==> src/rtl/clock_mon_pkg.sv <==
// Shared types and default constants for the clock period monitor.
package clock_mon_pkg;

  typedef enum logic [1:0] {
    IDLE    = 2'd0,
    MEASURE = 2'd1,
    LOCKED  = 2'd2,
    LOST    = 2'd3
  } mon_state_e;

  localparam int DEF_EXPECTED_DIV = 4;
  localparam int DEF_TOL          = 0;
  localparam int DEF_LOCK_COUNT   = 4;
  localparam int DEF_TIMEOUT      = 64;
  localparam int DEF_CNT_W        = 16;

  // Lower match bound never drops below one cycle.
  function automatic int match_lo(input int expected, input int tol);
    return (expected - tol < 1) ? 1 : expected - tol;
  endfunction

endpackage

==> src/rtl/sync_edge_detect.sv <==
// Two-flop synchronizer for an asynchronous input plus a history flop
// feeding a rising-edge detector.
module sync_edge_detect (
  input  logic clock_in,
  input  logic reset_n,
  input  logic async_in,
  output logic rise
);

  // [0],[1] synchronizer stages, [2] previous synchronized value
  logic [2:0] sync_q;

  always_ff @(posedge clock_in or negedge reset_n) begin
    if (!reset_n) sync_q <= '0;
    else          sync_q <= {sync_q[1:0], async_in};
  end

  assign rise = sync_q[1] & ~sync_q[2];

endmodule

==> src/rtl/clock_period_monitor.sv <==
// Measures the period of a divided clock in clock_in cycles, tracks lock to
// the expected period and flags loss of the divided clock.
module clock_period_monitor
  import clock_mon_pkg::*;
#(
  parameter int EXPECTED_DIV = DEF_EXPECTED_DIV,
  parameter int TOL          = DEF_TOL,
  parameter int LOCK_COUNT   = DEF_LOCK_COUNT,
  parameter int TIMEOUT      = DEF_TIMEOUT,
  parameter int CNT_W        = DEF_CNT_W
) (
  input  logic             clock_in,
  input  logic             reset_n,
  input  logic             clock_div,
  output logic [CNT_W-1:0] period,
  output logic             period_valid,
  output logic             locked,
  output logic             clock_lost
);

  localparam int MC_W = (LOCK_COUNT < 1) ? 1 : $clog2(LOCK_COUNT + 1);

  localparam logic [CNT_W-1:0] CNT_MAX = '1;
  localparam logic [CNT_W-1:0] CNT_ONE = CNT_W'(1);
  localparam logic [CNT_W-1:0] LO_B    = CNT_W'(match_lo(EXPECTED_DIV, TOL));
  localparam logic [CNT_W-1:0] HI_B    = CNT_W'(EXPECTED_DIV + TOL);
  localparam logic [CNT_W-1:0] TO_B    = CNT_W'(TIMEOUT);
  // A timeout beyond the saturated counter range can never fire.
  localparam bit TO_REACH = (longint'(TIMEOUT) <= ((longint'(1) << CNT_W) - 1));
  localparam logic [MC_W-1:0] LC_B   = MC_W'(LOCK_COUNT);
  localparam logic [MC_W-1:0] MC_ONE = MC_W'(1);

  logic             rise;
  logic [CNT_W-1:0] cnt;
  logic             match, timeout;
  mon_state_e       state_q, state_d;
  logic [MC_W-1:0]  mc_q, mc_d, mc_inc;
  logic             pv_d;

  sync_edge_detect u_sync (
    .clock_in (clock_in),
    .reset_n  (reset_n),
    .async_in (clock_div),
    .rise     (rise)
  );

  // Cycles since the last rise, holding at the top of its range.
  always_ff @(posedge clock_in or negedge reset_n) begin
    if (!reset_n)           cnt <= '0;
    else if (rise)          cnt <= CNT_ONE;
    else if (cnt != CNT_MAX) cnt <= cnt + CNT_ONE;
  end

  assign match   = (cnt >= LO_B) && (cnt <= HI_B);
  assign timeout = TO_REACH && (cnt == TO_B);
  assign mc_inc  = mc_q + MC_ONE;

  always_ff @(posedge clock_in or negedge reset_n) begin
    if (!reset_n) begin
      state_q      <= IDLE;
      mc_q         <= '0;
      period       <= '0;
      period_valid <= 1'b0;
    end else begin
      state_q      <= state_d;
      mc_q         <= mc_d;
      period_valid <= pv_d;
      if (pv_d) period <= cnt;
    end
  end

  always_comb begin
    state_d = state_q;
    mc_d    = mc_q;
    pv_d    = 1'b0;
    case (state_q)
      IDLE: begin
        // First interval is partial, so it is never reported.
        if (rise) state_d = MEASURE;
      end
      MEASURE: begin
        if (rise) begin
          pv_d = 1'b1;
          if (match) begin
            mc_d = mc_inc;
            if (mc_inc == LC_B) state_d = LOCKED;
          end else begin
            mc_d = '0;
          end
        end
      end
      LOCKED: begin
        if (rise) begin
          pv_d = 1'b1;
          if (!match) begin
            mc_d    = '0;
            state_d = MEASURE;
          end
        end
      end
      LOST: begin
        if (rise) begin
          mc_d    = '0;
          state_d = MEASURE;
        end
      end
      default: state_d = IDLE;
    endcase
    // A rise in the timeout cycle takes priority over the timeout.
    if (!rise && timeout && (state_q != LOST)) begin
      state_d = LOST;
      mc_d    = '0;
    end
  end

  assign locked     = (state_q == LOCKED);
  assign clock_lost = (state_q == LOST);

endmodule

==> config.mk <==
export PLATFORM = sky130hd
export DESIGN_NAME = clock_period_monitor
export DESIGN_NICKNAME = d
export VERILOG_FILES = /design/src/rtl/clock_mon_pkg.sv /design/src/rtl/sync_edge_detect.sv /design/src/rtl/clock_period_monitor.sv
export SDC_FILE = /design/constraint.sdc
export NUM_CORES = 1
export LEC_CHECK = 0
export ABC_CLOCK_PERIOD_IN_PS = 2100
export CAP_MARGIN = 10
export CORE_ASPECT_RATIO = 1.4
export CORE_MARGIN = 1
export CORE_UTILIZATION = 30
export CTS_CLUSTER_DIAMETER = 60
export DETAILED_ROUTE_END_ITERATION = 6
export PLACE_DENSITY_LB_ADDON = 0.12
export SYNTH_ARGS = -nofsm -noshare
export SYNTH_HDL_FRONTEND = slang
export SYNTH_HIERARCHICAL = 1
export SYNTH_SLANG_ARGS = --single-unit
==> constraint.sdc <==
create_clock -name clock_in -period 2.1 [get_ports clock_in]
set_input_delay 0.42 -clock clock_in [delete_from_list [all_inputs] [get_ports clock_in]]
set_output_delay 0.42 -clock clock_in [all_outputs]
set_load 0.01 [all_outputs]
### Yosys cells after proc, flatten, opt, wreduce, memory -nomap -nowiden

Cells that the tools add are included.

| storage, ports and cells | value |
|---|---|
| flip-flop bits (word level) | 41 |
| output and inout port bits | 19 |
| logic and storage cells | 56 |

| operators by class | value |
|---|---|
| add/subtract/negate cells | 2 |
| magnitude comparators | 2 |
| equality and inequality tests | 14 |
| muxes and demuxes | 19 |
| bitwise gates (word level) | 2 |
| reduce and logical (&&, ||, !) cells | 11 |

Operators by type and width:

| cell | number |
|---|---|
| 16-bit two-way mux | 2 |
| 3-bit two-way mux | 6 |
| 16-bit by 1-bit adder with 16-bit output, second input constant | 1 |
| 16-bit by 7-bit == test with 1-bit output, second input constant | 1 |
| 16-bit by 3-bit >= comparator with 1-bit output, second input constant | 1 |
| 16-bit by 3-bit <= comparator with 1-bit output, second input constant | 1 |
| 16-bit inequality test, second input constant | 1 |
| 2-bit two-way mux | 7 |
| 3-bit by 1-bit inequality test with 1-bit output, second input constant | 3 |
| 3-bit inequality test, second input constant | 3 |
| 3-bit case mux with 3 select lines | 1 |
| 2-bit case mux with 3 select lines | 1 |
| 6-bit AND reduction | 1 |
| 5-bit AND reduction | 1 |
| 2-bit == test, second input constant | 2 |
| 4-bit nonzero test | 1 |
| 2-bit OR reduction | 2 |
| 3-bit by 1-bit adder with 3-bit output, second input constant | 1 |
| 3-bit == test, second input constant | 1 |
| 1-bit logical AND | 3 |
| 3-bit by 2-bit inequality test with 1-bit output, second input constant | 1 |
| 2-bit by 1-bit == test with 1-bit output, second input constant | 1 |
| 2-bit zero test | 1 |
| 1-bit two-way mux | 2 |
| other kinds (5) | 5 |

### Longest topological paths before layout

Gate-level depths: netlist (run 1).

| depth | value |
|---|---|
| depth after elaboration | 7 |
| mapped depth | 8 |
| gate-level depth less buffers | 8 |

### By module

The synthesis (run 1) kept the hierarchy.

Modules (own cells, without submodules):

| module | times used | cells each | area an instance (sq um) | seq. area each (sq um) |
|---|---|---|---|---|
| clock_period_monitor | 1 | 188 | 2006.9 | 950.9 |
| sync_edge_detect | 1 | 4 | 88.8 | 75.1 |

### Least setup slack after synthesis (run 1)

Ideal clock, no wire load.

| timing path | value |
|---|---|
| path kind | reg-to-reg |
| start | register cnt[0] |
| end | register mc_q[0] |
| arrival time | 1.745 ns |
| path slack | 0.237 ns |
| cell stages (with the launch flop) | 9 |
| path buffers | 0 |
| cell sequence | dfrtp_1 inv_1 ha_1 nor4bb_1 and4_4 a21boi_2 o31ai_4 nor3_2 a21o_1 |

| on the way | value |
|---|---|
| cells in the longest elaborated chain, start to end | 6 |
| elaborated cells between the ends (all ways) | 16 |
| those cells by class | 2 x order compare; 5 x eq/ne; 4 x mux; 5 x reduce/logical |

RTL lines:

| what | line | text |
|---|---|---|
| start, declared | clock_period_monitor.sv:34 | `logic [CNT_W-1:0] cnt;` |
| start signal, assigned | clock_period_monitor.sv:51 | `else if (cnt != CNT_MAX) cnt <= cnt + CNT_ONE;` |
| 16-bit by 3-bit >= comparator with 1-bit output / 16-bit by 3-bit <= comparator with 1-bit output (equally long branches) | clock_period_monitor.sv:54 | `assign match = (cnt >= LO_B) && (cnt <= HI_B);` |
| 1-bit logical AND | clock_period_monitor.sv:54 |  |
| 3-bit two-way mux | clock_period_monitor.sv:84 | `if (match) begin` |
| 3-bit two-way mux | clock_period_monitor.sv:82 | `if (rise) begin` |
| 3-bit case mux with 3 select lines | clock_period_monitor.sv:76 | `case (state_q)` |
| 3-bit two-way mux | clock_period_monitor.sv:110 | `if (!rise && timeout && (state_q != LOST)) begin` |
| end signal, assigned | clock_period_monitor.sv:66 | `mc_q <= mc_d;` |
| end, declared | clock_period_monitor.sv:37 | `logic [MC_W-1:0] mc_q, mc_d, mc_inc;` |

Several ways; a longest one is shown, not always the timed one. The select of a mux whose other input is x is not followed.
A chain may end at the register's enable or synchronous reset.

### Worst setup path in the final report (run 1)

| timing path | value |
|---|---|
| start | register state_q[1] |
| end | output clock_lost |

| on the way | value |
|---|---|
| cells in the longest elaborated chain, start to end | 1 |

RTL lines:

| what | line | text |
|---|---|---|
| start, declared | clock_period_monitor.sv:36 | `mon_state_e state_q, state_d;` |
| start signal, assigned | clock_period_monitor.sv:65 | `state_q <= state_d;` |
| 2-bit == test | clock_period_monitor.sv:117 | `assign clock_lost = (state_q == LOST);` |
| end, declared | clock_period_monitor.sv:18 | `output logic clock_lost` |

Every way passes these cells.

==> impl_metrics.env, run 1 <==
export IMPL_status="finished, final reports clean"
export IMPL_clk_pin_slew_ps=90
export IMPL_cts_root_buf="clkbuf_8"
export IMPL_htree_levels=2
export IMPL_slew_headroom_pct=68.0
export IMPL_fillers=678
export IMPL_num_rows=35
export IMPL_worstMarginPinSlew_ps=480
export IMPL_place_congestion=0.817
export IMPL_antenna_found_initial=0
export IMPL_clock_skew_ps=12.5
export IMPL_seq_area_frac_synth_pct=49.0
export IMPL_max_freq_mhz=514
export IMPL_ff2ff_path_depth=8
export IMPL_initial_utilization_pct=31.5
export IMPL_antenna_left=0
export IMPL_coreArea_um2=6660
export IMPL_finalHoldViolations=0
export IMPL_vdd_drop_max_mv=0.481
export IMPL_drt_initial_drc_count=50
export IMPL_io_pins=22
export IMPL_drive_gt1_share_pct=21.8
export IMPL_drc=0
export IMPL_worstReg2RegStart="cnt[0]$_DFFE_PN0P_"
export IMPL_vias=1489
export IMPL_leakagePower_nw=1.16
export IMPL_syn_area_um2=2100
export IMPL_die_area_um2=7330
export IMPL_cp_arrival_ps=1530
export IMPL_hpwl_um=3300
export IMPL_holdBufCountCts=0
export IMPL_gr_total_overflow=0
export IMPL_finalSetupTns_ps=0
export IMPL_final_cells=317
export IMPL_slew_viol_final=0
export IMPL_n_antenna_cell=0
export IMPL_timing_rr_end="state_q[1]$_DFFE_PN0P_"
export IMPL_min_path_type="input pin to asynchronous set/reset pin"
export IMPL_areaGrowthSynthToFinish_pct=23.9
export IMPL_rsz0062_at_grt="no"
export IMPL_power_density_nw_per_um2=947
export IMPL_yosys_area_top_type="dfrtp_1"
export IMPL_end_kind="output pin"
export IMPL_cts_tree="yes"
export IMPL_syn_inst=192
export IMPL_finalCritPeriodShare_pct=92.7
export IMPL_synth_distinct_cells=40
export IMPL_maxCapViolCount=0
export IMPL_grt_pass1_vias=1588
export IMPL_postSynthAreaPerCell_um2=10.9
export IMPL_crit_required_ps=1680
export IMPL_syn_nets=203
export IMPL_final_nets=235
export IMPL_dieWidth_um=72.6
export IMPL_grt_max_degree=23
export IMPL_yosysTopAreaCellShare_pct=49.0
export IMPL_dp_cells=309
export IMPL_ctsResizeCount=0
export IMPL_cts_sinks=41
export IMPL_die_height_um=101
export IMPL_ys_seq_elements=41
export IMPL_ys_warn_count=6
export IMPL_cts_buffers=5
export IMPL_multiInputGateArea_um2=998
export IMPL_clock_path_buffers=2
export IMPL_crit_type="register to output pin"
export IMPL_grt_pass1_wl_um=7780
export IMPL_io_buffers=21
export IMPL_wl_um=4450
export IMPL_post_drt_wl_per_cell_um=14.0
export IMPL_regArea_um2=1030
export IMPL_postCtsSetupRepairBufs=0
export IMPL_clock_latency_ps=300
export IMPL_synth_area_top_cells="dfrtp_1 49%, mux2_2 7.0%, ha_1 4.8%, nor2_1 3.8%, nand3_1 3.6%"
export IMPL_drtPass1Iterations=4
export IMPL_grtUsageTotal_pct=14.1
export IMPL_setup_viol=0
export IMPL_via_per_inst=4.70
export IMPL_r2r_slack_ps=170
export IMPL_path_max_fanout=5
export IMPL_startpoint_type="register"
export IMPL_period_minus_slack_ps=1950
[cells by family after synthesis]
logic type               Yosys count  share of synthesized area [%]
XOR/XNOR                          13                           5.43
AO/OA/AOI/OAI                     24                           9.25
AND/OR/NAND/NOR                   77                           20.9
flip-flops                        41                           49.0
multiplexers                      13                           6.99
adder cells (fa/ha/maj)            8                           4.78
buffers and inverters             16                           3.70
[critical path, cell delays in order, from the launching register on]
cell and delay [ps]:
dfrtp_1 400, ha_1 260, clkdlybuf4s50_1 570
[worst max path at each step]
| stage | start | to | slack [ps] | cells past startpoint |
|---|---|---|---|---|
| final | state_q[1]$_DFFE_PN0P_ | clock_lost | 150 | 2 |
| after global routing | cnt[0]$_DFFE_PN0P_ | state_q[1]$_DFFE_PN0P_ | 10 | 8 |
| after CTS | cnt[0]$_DFFE_PN0P_ | mc_q[0]$_DFFE_PN0P_ | 60 | 8 |
| after detailed placement | cnt[0]$_DFFE_PN0P_ | mc_q[0]$_DFFE_PN0P_ | 80 | 8 |
| after global placement | cnt[0]$_DFFE_PN0P_ | mc_q[0]$_DFFE_PN0P_ | 160 | 8 |
| after floorplan | cnt[0]$_DFFE_PN0P_ | mc_q[0]$_DFFE_PN0P_ | 240 | 8 |
[placed cells by master, fill, tap and decap left out, types with 7 or more instances in the layout]
cell type,instances
buf_4,11
clkdlybuf4s50_1,20
dfrtp_1,41
ha_1,8
inv_1,8
mux2_2,13
nand2_1,11
nand3_1,15
nor2_1,21
o21ai_0,7
xor2_1,7
[where the power goes]
part / internal (mW) / total (mW) / switching [mW]
registers: 0.889 / 0.982 / 0.0935
clock network: 0.387 / 0.684 / 0.297
logic: 0.392 / 0.792 / 0.401
total: 1.67 / 2.46 / 0.792
[cell usage after synthesis, drive strengths merged]
| master | count |
|---|---|
| buf | 4 |
| nor3b | 1 |
| nor4 | 2 |
| nand2b | 2 |
| clkbuf | 4 |
| nor3 | 8 |
| and3 | 3 |
| a21o | 1 |
| a211oi | 1 |
| nand4 | 6 |
| or3 | 2 |
| mux2 | 13 |
| inv | 8 |
| xnor2 | 6 |
| nor4bb | 1 |
| o31ai | 2 |
| a21oi | 3 |
| o41ai | 1 |
| nor2b | 2 |
| dfrtp | 41 |
| nand2 | 11 |
| nor2 | 21 |
| o22a | 2 |
| a31oi | 1 |
| xor2 | 7 |
| o21a | 1 |
| o21ai | 9 |
| nand3 | 15 |
| ha | 8 |
| and4 | 2 |
| a21boi | 2 |
| or4 | 1 |
| a311o | 1 |
[stage by stage]
stage / power [mW] / hold slack [ps] / setup slack, ps / utilization, % / area [um^2]
2_1_floorplan: 1.52 / 124 / 237 / - / 2100
3_3_place_gp: 1.81 / 336 / 162 / 37.1 / 2470
3_5_place_dp: 1.80 / 339 / 77.9 / 37.1 / 2470
4_1_cts: 2.50 / 87.8 / 55.8 / 38.9 / 2590
5_1_grt: 2.64 / 98.5 / 12.0 / 39.0 / 2600
6_report: 2.46 / 63.3 / 153 / 39.0 / 2600
[per-layer routing]
metal / track usage, % / routed length, um
met1: 17.0 / 2000
met2: 23.1 / 2190
met3: 3.00 / 123
met4: 7.99 / 137
met5: 0 / 0
[sequential cells by signal, summed over array words and instances (netlist names)]
name and cells:
cnt 16, mc_q 3, period 16, period_valid 1, state_q 2, u_sync/sync_q 3
[cell type report]
type | count | share of cell area [%]
sequential | 41 | 39.5
inverter | 8 | 1.16
timing repair buffer | 33 | 11.8
tap | 92 | 4.43
clock inverter | 2 | 1.45
multi-input combinational | 135 | 38.4
clock buffer | 6 | 3.18
No activity file was read; power rests on OpenSTA's default activity.
==> run 2, diff against run 1 <==
CORE_MARGIN = 2   (was 1)
PLACE_DENSITY = 0.53   (was unset)
PLACE_DENSITY_LB_ADDON = unset   (was 0.12)
==> impl_metrics.env, run 2 (synthesis results as in run 1) <==
export IMPL_crit_required_ps=1680
export IMPL_max_freq_mhz=506
export IMPL_grt_max_degree=42
export IMPL_num_rows=36
export IMPL_io_pins=22
export IMPL_rsz0062_at_grt="no"
export IMPL_finalSetupTns_ps=0
export IMPL_finalHoldViolations=0
export IMPL_crit_type="register to output pin"
export IMPL_die_height_um=103
export IMPL_cts_tree="yes"
export IMPL_drc=0
export IMPL_postCtsSetupRepairBufs=0
export IMPL_clk_pin_slew_ps=80
export IMPL_finalPower_mw=2.35
export IMPL_slew_headroom_pct=64.8
export IMPL_power_density_nw_per_um2=920
export IMPL_drt_initial_drc_count=48
export IMPL_wl_um=4250
export IMPL_critPathBufInv=1
export IMPL_critPathSlowestCell="clkdlybuf4s50_1"
export IMPL_startpoint_type="register"
export IMPL_slowest_delay_ps=560
export IMPL_holdBufCountCts=0
export IMPL_gr_total_overflow=0
export IMPL_hpwl_um=3050
export IMPL_via_per_inst=4.72
export IMPL_final_nets=232
export IMPL_io_buffers=21
export IMPL_drive_gt1_share_pct=22.5
export IMPL_vdd_drop_max_mv=0.327
export IMPL_cts_buffers=5
export IMPL_clock_path_buffers=2
export IMPL_ff2ff_path_depth=8
export IMPL_n_antenna_cell=0
export IMPL_min_path_type="input pin to asynchronous set/reset pin"
export IMPL_post_drt_wl_per_cell_um=13.4
export IMPL_path_delay_family="buffers and inverters"
export IMPL_dieWidth_um=74.6
export IMPL_grt_pass1_vias=1466
export IMPL_grtUsageTotal_pct=12.3
export IMPL_reg_top3="cnt x16, period x16"
export IMPL_antenna_found_initial=0
export IMPL_vias=1497
export IMPL_grt_pass1_wl_um=7150
export IMPL_status="finished, final reports clean"
export IMPL_maxCapViolCount=0
export IMPL_areaGrowthSynthToFinish_pct=22.0
export IMPL_period_minus_slack_ps=1980
export IMPL_clock_skew_ps=7.77
export IMPL_worstMarginPinSlew_ps=529
export IMPL_mostFrequentLayoutCell="dfrtp_1"
export IMPL_cp_num_cells=2
export IMPL_mostFrequentLayoutCells="40 x dfrtp_1, 21 x nor2_1, 19 x clkdlybuf4s50_1"
export IMPL_coreArea_um2=6850
export IMPL_cts_root_buf="clkbuf_8"
export IMPL_initial_utilization_pct=30.6
export IMPL_drtPass1Iterations=4
export IMPL_place_congestion=0.845
export IMPL_cp_arrival_ps=1560
export IMPL_end_kind="output pin"
export IMPL_finalCritPeriodShare_pct=94.1
export IMPL_die_area_um2=7680
export IMPL_leakagePower_nw=1.15
export IMPL_path_max_fanout=7
export IMPL_htree_levels=2
export IMPL_setup_viol=0
export IMPL_cts_sinks=41
export IMPL_slew_viol_final=0
export IMPL_crit_chain="ha_1 > clkdlybuf4s50_1"
export IMPL_clock_latency_ps=300
export IMPL_antenna_left=0
[run 2: area by class of cell]
type	count	area, um^2
Fill cell	711	4290
Sequential cell	41	1030
Clock buffer	7	96.3
Tap cell	95	119
Inverter	8	30.0
Multi-Input combinational cell	135	1000
Timing Repair Buffer	30	275
Clock inverter	1	5.00
[run 2: power breakdown]
part	switching [mW]	internal (mW)	total (mW)
sequential	0.114	0.890	1.00
clock	0.274	0.297	0.571
combinational	0.395	0.383	0.778
[run 2: per-layer routing]
layer	vias up	GRT usage (%)	routed length (um)
met5	-	0	0
met2	18	21.1	2200
met3	7	2.54	123
li1	729	-	-
met4	0	4.95	74
met1	743	15.0	1860
[run 2: path summary, 6_finish.rpt]
kind | slack (ps) | endpoint | from
worst min register to register | 360 | u_sync/sync_q[1]$_DFF_PN0_ | u_sync/sync_q[0]$_DFF_PN0_
worst min-delay path | 180 | period_valid$_DFF_PN0_ | reset_n
worst max register to register | 160 | mc_q[0]$_DFFE_PN0P_ | cnt[1]$_DFFE_PN0P_
worst max-delay path | 120 | clock_lost | state_q[0]$_DFFE_PN0P_
min in group clock_in | 360 | u_sync/sync_q[1]$_DFF_PN0_ | u_sync/sync_q[0]$_DFF_PN0_
max in group asynchronous | 1530 | state_q[0]$_DFFE_PN0P_ | reset_n
[run 2: repair_timing]
action | 4_1_cts | 5_1_grt
pin swaps | 0 | 1
setup endpoints to repair | 1 | 7
gates resized for setup | 1 | 6
[run 2: metrics by stage]
stage          utilization (%)  hold slack [ps]  setup slack (ps)  instances  cell area, um^2
2_1_floorplan                -              124               237        192             2100
4_1_cts                   37.2              210              15.8        317             2540
3_3_place_gp              35.6              340               149        309             2440
3_5_place_dp              35.6              337              77.9        309             2440
5_1_grt                   37.4              231              1.81        317             2560
6_report                  37.4              184               125        317             2560
==> run 3, diff against run 2 <==
GPL_TIMING_DRIVEN = 0   (was unset)
==> impl_metrics.env, run 3 (synthesis results as in run 1) <==
export IMPL_status="finished, final reports clean"
export IMPL_reg_top3="cnt x16, period x16"
export IMPL_num_rows=36
export IMPL_finalCritPeriodShare_pct=96.6
export IMPL_rsz0062_at_grt="no"
export IMPL_fillers=705
export IMPL_coreArea_um2=6850
export IMPL_slew_viol_final=0
export IMPL_multiInputGateArea_um2=1010
export IMPL_regArea_um2=1030
export IMPL_gr_total_overflow=0
export IMPL_period_minus_slack_ps=2030
export IMPL_io_pins=22
export IMPL_crit_type="register to output pin"
export IMPL_mostFrequentLayoutCells="40 x dfrtp_1, 21 x nor2_1, 19 x clkdlybuf4s50_1"
export IMPL_final_core_util_pct=37.8
export IMPL_slew_headroom_pct=64.8
export IMPL_grt_pass1_vias=1529
export IMPL_wl_um=4210
export IMPL_vias=1515
export IMPL_drt_initial_drc_count=67
export IMPL_die_area_um2=7680
export IMPL_clock_latency_ps=290
export IMPL_min_path_type="register to register"
export IMPL_drtPass1Iterations=4
export IMPL_post_drt_wl_per_cell_um=13.2
export IMPL_drc=0
export IMPL_postCtsSetupRepairBufs=0
export IMPL_finalSetupTns_ps=0
export IMPL_initial_utilization_pct=30.6
export IMPL_place_congestion=0.843
export IMPL_final_cells=318
export IMPL_n_antenna_cell=0
export IMPL_grt_max_degree=33
export IMPL_layout_setup_ws_ps=72.0
export IMPL_crit_required_ps=1680
export IMPL_via_per_inst=4.76
export IMPL_setup_viol=0
export IMPL_antenna_left=0
export IMPL_htree_levels=2
export IMPL_vdd_drop_max_mv=0.507
export IMPL_clock_skew_ps=5.62
export IMPL_ff2ff_path_depth=8
export IMPL_placed_area_um2=2440
export IMPL_maxCapViolCount=0
export IMPL_die_height_um=103
export IMPL_worstMarginPinSlew_ps=528
export IMPL_cts_sinks=41
export IMPL_cts_tree="yes"
export IMPL_grtUsageTotal_pct=12.3
export IMPL_cts_root_buf="clkbuf_8"
export IMPL_grt_pass1_wl_um=7190
export IMPL_drive_gt1_share_pct=20.2
export IMPL_dp_cells=309
export IMPL_end_kind="output pin"
export IMPL_max_freq_mhz=493
export IMPL_finalHoldViolations=0
export IMPL_antenna_found_initial=0
export IMPL_areaGrowthSynthToFinish_pct=23.3
export IMPL_fin_area_um2=2580
export IMPL_mostFrequentLayoutCell="dfrtp_1"
export IMPL_cp_arrival_ps=1610
export IMPL_io_buffers=21
export IMPL_startpoint_type="register"
export IMPL_power_density_nw_per_um2=937
export IMPL_cts_buffers=5
export IMPL_dieWidth_um=74.6
export IMPL_leakagePower_nw=1.15
export IMPL_whs_path_depth=0
export IMPL_clk_pin_slew_ps=80
export IMPL_final_nets=233
export IMPL_path_max_fanout=7
export IMPL_clock_path_buffers=2
export IMPL_hpwl_um=3120
export IMPL_pre_cts_slack_ps=52.4
==> run 3: cell count changes in the layout (fill, tap and decap cells not counted), moves of 2 or more <==
cell      before  now
buf_4          9    0
clkbuf_1       0    4
buf_2          1    3
buf_6          0    2
==> run 3: cell type report <==
cell class	count	area share, %
multi-input combinational	135	38.9
buffer	8	1.89
clock buffer	7	3.34
clock inverter	1	1.16
inverter	8	1.16
tap	95	4.60
sequential	41	39.7
timing repair buffer	23	9.20
==> run 3: final timing paths <==
path                            slack, ps                    endpoint                  startpoint
min in group asynchronous             530  u_sync/sync_q[1]$_DFF_PN0_                     reset_n
worst min register to register        360  u_sync/sync_q[1]$_DFF_PN0_  u_sync/sync_q[0]$_DFF_PN0_
worst min-delay path                  360  u_sync/sync_q[1]$_DFF_PN0_  u_sync/sync_q[0]$_DFF_PN0_
max in group asynchronous            1110         cnt[15]$_DFFE_PN0P_                     reset_n
worst max-delay path                   70                  clock_lost      state_q[0]$_DFFE_PN0P_
worst max register to register        140         mc_q[0]$_DFFE_PN0P_          cnt[0]$_DFFE_PN0P_
==> run 3: metrics by stage <==
| stage | total power, mW | hold WS, ps |
|---|---|---|
| 2_1_floorplan | 1.52 | 124 |
| 3_3_place_gp | 1.76 | 337 |
| 3_5_place_dp | 1.78 | 310 |
| 4_1_cts | 2.45 | 361 |
| 5_1_grt | 2.59 | 363 |
| 6_report | 2.42 | 356 |
==> run 3: critical path, stage by stage, from the launching register on <==
cell             delay [ps]
dfrtp_2                 460
ha_1                    290
clkdlybuf4s50_1         570
==> run 3: routing by layer <==
layer,GRT usage [%],vias to the layer above,wire length (um)
met2,20.7,25,2160
li1,-,733,-
met3,2.83,9,148
met4,5.77,0,113
met5,0,-,0
met1,14.8,748,1790
==> run 3: power breakdown <==
group | internal (mW) | switching (mW) | total, mW
sequential | 0.890 | 0.0962 | 0.987
combinational | 0.375 | 0.400 | 0.775
clock | 0.388 | 0.274 | 0.662
total | 1.65 | 0.770 | 2.42
==> run 3: timing repair <==
action	4_1_cts	5_1_grt
pin swaps	0	1
endpoints found under the setup margin	2	12
hold buffers	1	0
endpoints found under the hold margin	9	0
gates resized for setup	2	5
